$ cat src/rtl/alu_pkg.sv
// Shared types and constants for the ALU result serializer.
//   ser_state_e : byte serializer states (IDLE, HI, LO)
//   BYTE_W      : width of one stream byte
//   RESULT_W    : width of one accumulator result word
package alu_pkg;

    typedef enum logic [1:0] {
        IDLE = 2'd0,
        HI   = 2'd1,
        LO   = 2'd2
    } ser_state_e;

    localparam int unsigned BYTE_W   = 8;
    localparam int unsigned RESULT_W = 16;

endpackage

$ cat src/rtl/result_fifo.sv
// Synchronous-write FIFO with a registered occupancy count and show-ahead read data.
//   clk, rst_n   : clock, asynchronous active-low reset (pointers and count only)
//   push, wdata  : write wdata at the edge (caller must not push when full)
//   pop, rdata   : rdata is the head word; pop advances it at the edge (caller must not
//                  pop when empty)
//   full, empty  : decoded from the registered count
//   count        : number of stored words
module result_fifo #(
    parameter int unsigned DEPTH = 4,
    parameter int unsigned WIDTH = 16,
    parameter int unsigned CNT_W = $clog2(DEPTH) + 1
) (
    input  logic             clk,
    input  logic             rst_n,
    input  logic             push,
    input  logic [WIDTH-1:0] wdata,
    input  logic             pop,
    output logic [WIDTH-1:0] rdata,
    output logic             full,
    output logic             empty,
    output logic [CNT_W-1:0] count
);

    localparam int unsigned PTR_W = $clog2(DEPTH);

    logic [WIDTH-1:0] mem_q [DEPTH];
    logic [PTR_W-1:0] wr_ptr_q, wr_ptr_d;
    logic [PTR_W-1:0] rd_ptr_q, rd_ptr_d;
    logic [CNT_W-1:0] count_q, count_d;

    always_comb begin
        wr_ptr_d = wr_ptr_q;
        rd_ptr_d = rd_ptr_q;
        count_d  = count_q;
        // DEPTH is a power of two, so pointer overflow is the modulo wrap.
        if (push) begin
            wr_ptr_d = wr_ptr_q + 1'b1;
        end
        if (pop) begin
            rd_ptr_d = rd_ptr_q + 1'b1;
        end
        if (push && !pop) begin
            count_d = count_q + 1'b1;
        end else if (pop && !push) begin
            count_d = count_q - 1'b1;
        end
    end

    always_ff @(posedge clk or negedge rst_n) begin
        if (!rst_n) begin
            wr_ptr_q <= '0;
            rd_ptr_q <= '0;
            count_q  <= '0;
        end else begin
            wr_ptr_q <= wr_ptr_d;
            rd_ptr_q <= rd_ptr_d;
            count_q  <= count_d;
        end
    end

    // Storage needs no reset: a word is only read after it has been written.
    always_ff @(posedge clk) begin
        if (push) begin
            mem_q[wr_ptr_q] <= wdata;
        end
    end

    assign rdata = mem_q[rd_ptr_q];
    assign count = count_q;
    assign full  = (count_q == CNT_W'(DEPTH));
    assign empty = (count_q == '0);

endmodule

$ cat src/rtl/alu_result_serializer.sv
// Buffers captured 16-bit accumulator results and streams each as two bytes, high first.
//   clk, rst_n            : clock, asynchronous active-low reset
//   datain, capture       : result word and its capture strobe
//   out_data/valid/ready  : byte stream handshake; out_last marks the low byte
//   fifo_count, full      : words waiting behind the shifter
//   overflow, clear_ovf   : sticky dropped-capture flag and its clear
module alu_result_serializer
    import alu_pkg::*;
#(
    parameter int unsigned DEPTH = 4,
    parameter int unsigned CNT_W = $clog2(DEPTH) + 1
) (
    input  logic                clk,
    input  logic                rst_n,
    input  logic [RESULT_W-1:0] datain,
    input  logic                capture,
    output logic [BYTE_W-1:0]   out_data,
    output logic                out_valid,
    input  logic                out_ready,
    output logic                out_last,
    output logic [CNT_W-1:0]    fifo_count,
    output logic                full,
    output logic                overflow,
    input  logic                clear_ovf
);

    ser_state_e          state_q, state_d;
    logic [RESULT_W-1:0] shift_q, shift_d;
    logic                ovf_q, ovf_d;

    logic                push;
    logic                pop;
    logic                fifo_empty;
    logic [RESULT_W-1:0] fifo_rdata;

    result_fifo #(
        .DEPTH (DEPTH),
        .WIDTH (RESULT_W),
        .CNT_W (CNT_W)
    ) u_fifo (
        .clk   (clk),
        .rst_n (rst_n),
        .push  (push),
        .wdata (datain),
        .pop   (pop),
        .rdata (fifo_rdata),
        .full  (full),
        .empty (fifo_empty),
        .count (fifo_count)
    );

    // full is the registered-count view, so a pop in the same cycle does not make room.
    assign push = capture && !full;

    always_comb begin
        ovf_d = ovf_q;
        if (capture && full) begin
            ovf_d = 1'b1;
        end else if (clear_ovf) begin
            ovf_d = 1'b0;
        end
    end

    // Outputs depend only on state and shifter, so out_ready never reaches out_valid.
    always_comb begin
        state_d   = state_q;
        shift_d   = shift_q;
        pop       = 1'b0;
        out_valid = 1'b0;
        out_last  = 1'b0;
        out_data  = '0;
        case (state_q)
            IDLE: begin
                if (!fifo_empty) begin
                    pop     = 1'b1;
                    shift_d = fifo_rdata;
                    state_d = HI;
                end
            end
            HI: begin
                out_valid = 1'b1;
                out_data  = shift_q[RESULT_W-1:BYTE_W];
                if (out_ready) begin
                    state_d = LO;
                end
            end
            LO: begin
                out_valid = 1'b1;
                out_last  = 1'b1;
                out_data  = shift_q[BYTE_W-1:0];
                if (out_ready) begin
                    // Reload straight from the FIFO so consecutive words have no bubble.
                    if (!fifo_empty) begin
                        pop     = 1'b1;
                        shift_d = fifo_rdata;
                        state_d = HI;
                    end else begin
                        state_d = IDLE;
                    end
                end
            end
            default: begin
                state_d = IDLE;
            end
        endcase
    end

    always_ff @(posedge clk or negedge rst_n) begin
        if (!rst_n) begin
            state_q <= IDLE;
            shift_q <= '0;
            ovf_q   <= 1'b0;
        end else begin
            state_q <= state_d;
            shift_q <= shift_d;
            ovf_q   <= ovf_d;
        end
    end

    assign overflow = ovf_q;

endmodule
$ cat config.mk
export PLATFORM = sky130hd
export DESIGN_NAME = alu_result_serializer
export DESIGN_NICKNAME = d
export VERILOG_FILES = /design/src/rtl/alu_pkg.sv /design/src/rtl/result_fifo.sv /design/src/rtl/alu_result_serializer.sv
export SDC_FILE = /design/constraint.sdc
export NUM_CORES = 1
export LEC_CHECK = 0
export CORE_MARGIN = 2
export CORE_UTILIZATION = 51
export DETAILED_ROUTE_END_ITERATION = 12
export MAX_ROUTING_LAYER = met4
export PLACE_DENSITY = 0.85
export SLEW_MARGIN = 10
export SYNTH_ARGS = -nofsm -noshare
export SYNTH_HDL_FRONTEND = slang
export SYNTH_SLANG_ARGS = --single-unit
$ cat constraint.sdc
create_clock -name clk -period 2.6 [get_ports clk]
set_clock_uncertainty 0.2 [all_clocks]
set_input_delay 0.26 -clock clk [delete_from_list [all_inputs] [get_ports clk]]
set_output_delay 0.26 -clock clk [all_outputs]
set_load 0.02 [all_outputs]
# Yosys cells after proc, flatten, opt, wreduce, memory -nomap -nowiden
# Memory sizes are Yosys's and may differ from the RTL's.
# Cells that the tools add are included.
# word_totals
mem_bits_ro	0
wordCells	52
latchBits	0
mem_bits_rw	64
out_inout_bits	15
inputBits	21
n_memories	1
regBits	26
# mem_list
name	words	width	read_ports	rd_ports_with_merged_regs	wr	line_no	text
u_fifo.mem_q	4	16	1	0	1	result_fifo.sv:26	logic [WIDTH-1:0] mem_q [DEPTH];
# classes
n_reduce_logical	15
n_addsub	4
shift	0
div	0
n_eq_ne	6
muxes	20
magnitude_cmp	0
n_mul	0
bitwise_logic	0
# ops
cell	count
$mux 16	2
$pmux 16 s2	1
$pmux 8 s2	1
$mux 1	9
$mux 2	3
$mux 3	2
$ne 2x2->1 const B	3
$pmux 2 s3	1
$reduce_bool 2->1	3
$add 2x1->2 const B	2
$logic_and 1x1->1	4
$add 3x1->3 const B	1
$eq 3x3->1 const B	1
$logic_not 1->1	3
$logic_not 3->1	1
$reduce_and 3->1	1
$sub 3x1->3 const B	1
$eq 2x1->1 const B	1
$eq 2x2->1 const B	1
$logic_not 2->1	1
$pmux 1 s2	1
$reduce_and 2->1	1
$reduce_or 2->1	1

# Logic depth before layout (Yosys ltp)
# logic_depth
ltp_word	7
mapped_depth	11
ltp_nobuf	10

# Hierarchy
# From an unflattened synthesis, not the netlist that was laid out.
# hier_totals
hier_cells	197
area_unflattened_um2	3772.4
# by_module_without_submodules
module	seq_area_each_um2	cells_per_inst	area_per_inst_um2	n_inst
result_fifo	2097.0	118	2743.9	1
alu_result_serializer	475.5	79	1028.5	1

# Worst setup path after synthesis
# No wires, ideal clock.
# synth_path
path_type	register to register
startpoint	register state_q[0]
endpoint	register u_fifo.count_q[1] (netlist: u_fifo.count[1])
synth_period_minus_slack_ps	2630
arrival_ps	2305
slack_ps	-30
stages_incl_launch_ff	10
required_ps	2275
setup_time_ps	125
n_path_buf	1
cell_sequence	dfrtp_1 > inv_1 > ha_1 > buf_2 > a21oi_1 > or2_2 > ha_1 > inv_1 > fa_1 > mux2_2
# synth_between
elab_chain_len	5
word_cells_on_any_way	8
classes_between	eq/ne: 1; mux: 2; reduce/logical: 5
# synth_rtl
item	line_no	text
start, declared	alu_result_serializer.sv:27	ser_state_e state_q, state_d;
start signal, assigned	alu_result_serializer.sv:114	state_q <= state_d;
$eq 2x2->1 / $logic_not 2->1 (equally long branches)	alu_result_serializer.sv:72	case (state_q)
$pmux 1 s2 (*)	alu_result_serializer.sv:72	
$logic_not 1->1 (*)	result_fifo.sv:42	if (push && !pop) begin
$logic_and 1x1->1 (*)	result_fifo.sv:42	
$mux 3 (*)	result_fifo.sv:42	
named net u_fifo.count_d[1]	result_fifo.sv:29	logic [CNT_W-1:0] count_q, count_d;
end signal, assigned	result_fifo.sv:57	count_q <= count_d;
end, declared	result_fifo.sv:29	
# The timed path passes the listed nets; every way through them passes the cells marked *.
# A chain may end at the register's enable or synchronous reset.

# Worst setup path in the final report
# Same ends and word-level chain as after synthesis.

==> flow_summary.ini <==
[placed_design]
post-dp-hpwl_um = 3911
portBuffers = 35
gp_congestion = 0.7880
dpl_cell_area_um2 = 4233

[sta]
rsz0062_at_grt = false
hold_viol = 0
drv_slew = 0
worstMarginPinSlew_ns = 0.3403
fmax_mhz = 420.4
finalCriticalPeriod_ns = 2.379
tns_ns = 0
slew_headroom_pct = 77.32
setup_viol = 0
min_period_over_period_pct = 91.48

[final_layout]
syn_to_final_growth_pct = 19.47
drive_above_1_share_pct = 23.98
multi_input_area_um2 = 1082
stdcell_area_um2 = 4461
finish.net_count = 273
regArea_um2 = 2572
num_antenna_cells = 0
nFillCells = 496

[route]
ant_nets = 0
drt_first_iter_violations = 51
route.detailed.drc = 0
wl_per_cell_um = 17.10
vias_per_cell = 5.284
dr.pass1.iters = 4
met1_length_um = 2539
wl_met3_um = 285
vias = 1823
routed.top_layer = met4
dr_wl_met2_um = 3009
routed_wirelength_um = 5899

[setup_path]
reg2reg_from = state_q[0]
worstPathRequired_ns = 2.64
crit_path_end_kind = flip-flop
cp-start-kind = flip-flop
arrival_ns = 2.42
path_class = flip-flop to flip-flop
crit_fanout = 5
critPathSlowestCell = dfrtp_1
cp_slowest_stage_delay_ns = 0.44
r2r_slack_ns = 0.22
startpoint = state_q[0]
cp_common_cell = inv_1
path_cells = inv_1 -> ha_2 -> a21oi_1 -> or2_2 -> ha_1 -> inv_1 -> fa_1 -> mux2_2

[global_route]
antenna_found_initial = 0
grt_pass1_wl_um = 9446
grt_max_degree = 27
grt_usage_pct = 17.12
overflow = 0
grt_pass1_vias = 1902

[power_and_ir_drop]
p_sw_share_pct = 31.97
clock_power_share_pct = 18.0
intPower_w = 0.003579
powerDensity_nw_per_um2 = 1180
ir_drop_v = 0.0006929
seqPwrFrac_pct = 41.6
combPwrFrac_pct = 40.3
p_leak_nw = 1.747
p_sw_w = 0.001682

[yosys]
synth_area_leaders = edfxtp_1 (51%), dfrtp_1 (17%), mux4_1 (5.6%)
synth_cell_types = 32
synth.avg_cell_area_um2 = 19.45
synth_seq_area_share_pct = 68.90
syn_inst = 192
post-synth-top-area-cell = edfxtp_1
ys_ff_latch = 90
yosys_warnings = 0
syn_nets = 224
yosys.area.top_type_share_pct = 51.47
syn_area_um2 = 3734

[flow_run]
maxCapViolCount = 0

[floorplan]
die_h_um = 89.56
die_area_um2 = 8021
initial_utilization_pct = 52.03
io_pins = 36
die_x_um = 89.56
std_cell_rows = 31
coreArea_um2 = 7176

[clocking]
postCtsSetupBuffers = 0
path_clk_slew_ns = 0.09
cts_root_buffer = clkbuf_8
hold_buffers = 0
ctsLongestPathBuffers = 2
cts_num_sinks = 90
cts_tree = yes
insertion_delay_ns = 0.35
numCtsBuffers = 9
cts_max_level = 3

[status]
status = completed

[worst_hold_path]
holdCritPathClass = input port to asynchronous set/reset pin
flip-flops by register name, summed over array words and instances, names as in the netlist:
name,flops
u_fifo.wr_ptr_q,2
overflow,1
u_fifo.mem_q,64
state_q,2
u_fifo.count,3
shift_q,16
u_fifo.rd_ptr_q,2
Yosys cell counts (all sizes together):
library cell and instances:
o2bb2ai 1, xnor2 3, edfxtp 64, inv 7, a22oi 8, a22o 1
ha 10, nor2 3, buf 5, a21oi 2, mux2i 1, and2 4
dfrtp 26, o21ai 1, mux2 19, fa 1, nor2b 9, nor3b 2
nand2 1, clkbuf 3, xor2 3, nor3 1, or2 1, mux4 16
power groups by stage:
| stage | clock network [W] | logic (W) | registers, W |
|---|---|---|---|
| detailed placement | 0 | 0.00215 | 0.00222 |
| CTS | 0.000976 | 0.00217 | 0.00219 |
| finish | 0.000948 | 0.00212 | 0.00219 |
| global route | 0.00103 | 0.00230 | 0.00224 |
| floorplan | 0 | 0.00155 | 0.00219 |
| global placement | 0 | 0.00208 | 0.00220 |
per-layer routing:
metal	vias to the layer above	global-route usage [%]
met3	4	5.448
met2	48	26.54
li1	840	-
met1	931	21.35
met5	-	-
met4	0	6.242
what timing repair did:
action,in CTS,in global routing
gates resized for setup,3,7
gates cloned,0,0
setup endpoints to repair,8,7
placed cells by master, fill, tap and decap left out, types with 4 or more instances in the layout:
| cell type | netlist | layout |
|---|---|---|
| edfxtp_1 | 64 | 64 |
| clkdlybuf4s50_1 | 0 | 27 |
| dfrtp_1 | 26 | 26 |
| buf_4 | 1 | 11 |
| nor2b_1 | 9 | 9 |
| mux2_2 | 9 | 9 |
| clkbuf_8 | 0 | 9 |
| a22oi_1 | 8 | 8 |
| mux4_2 | 8 | 8 |
| mux2_4 | 8 | 8 |
| mux4_1 | 8 | 8 |
| inv_1 | 7 | 7 |
| ha_1 | 10 | 7 |
| dlymetal6s2s_1 | 0 | 7 |
| and2_1 | 4 | 4 |
critical path, delay by kind of cell, from the launching register on:
| kind | cells | cell delay [ns] |
|---|---|---|
| compound gates | 1 | 0.07 |
| mux | 1 | 0.27 |
| buf+inv | 2 | 0.19 |
| fa+ha+maj | 3 | 0.80 |
| simple gates | 1 | 0.30 |
| flops | 1 | 0.44 |
cell type report:
type	count	share of cell area, %
multi-input cells	87	24.26
inverters	7	0.5891
repair buffers	46	10.07
flip-flops and latches	90	57.67
well taps	99	2.777
clock inverters	7	1.851
clock buffers	9	2.777
metrics by stage:
step	hold WS [ns]	cells	power [W]	setup WS (ns)	utilization, %
after floorplan	-0.2356	192	0.003739	0.04528	-
after global placement	0.2602	329	0.004280	0.1679	58.99
after detailed placement	0.2655	329	0.004374	0.1191	58.99
after CTS	0.07536	345	0.005336	0.01109	61.92
after global routing	0.1072	345	0.005573	0.09988	62.16
final	0.07729	345	0.005261	0.2215	62.16
worst paths after layout:
kind | cells after the start | end
max in group asynchronous | 2 | shift_q[6]
setup / recovery | 8 | u_fifo.count[1]
setup reg to reg | 8 | u_fifo.count[1]
hold / removal | 2 | shift_q[15]
hold reg to reg | 1 | u_fifo.rd_ptr_q[0]
min in group clk | 1 | u_fifo.rd_ptr_q[0]
cells by family (layout without fill, tap and decap cells):
logic type               count (synthesis)  in the layout  share of synthesized area [%]
flip-flops                              90             90                          68.90
adder cells (fa/ha/maj)                 11             11                          3.887
XOR/XNOR                                 6              6                          1.408
AND/OR/NAND/NOR                         21             21                          3.753
buffers and inverters                   15             69                          2.313
multiplexers                            36             36                          17.26
AO/OA/AOI/OAI                           13             13                          2.480
Power figures use the tool's default switching activity.
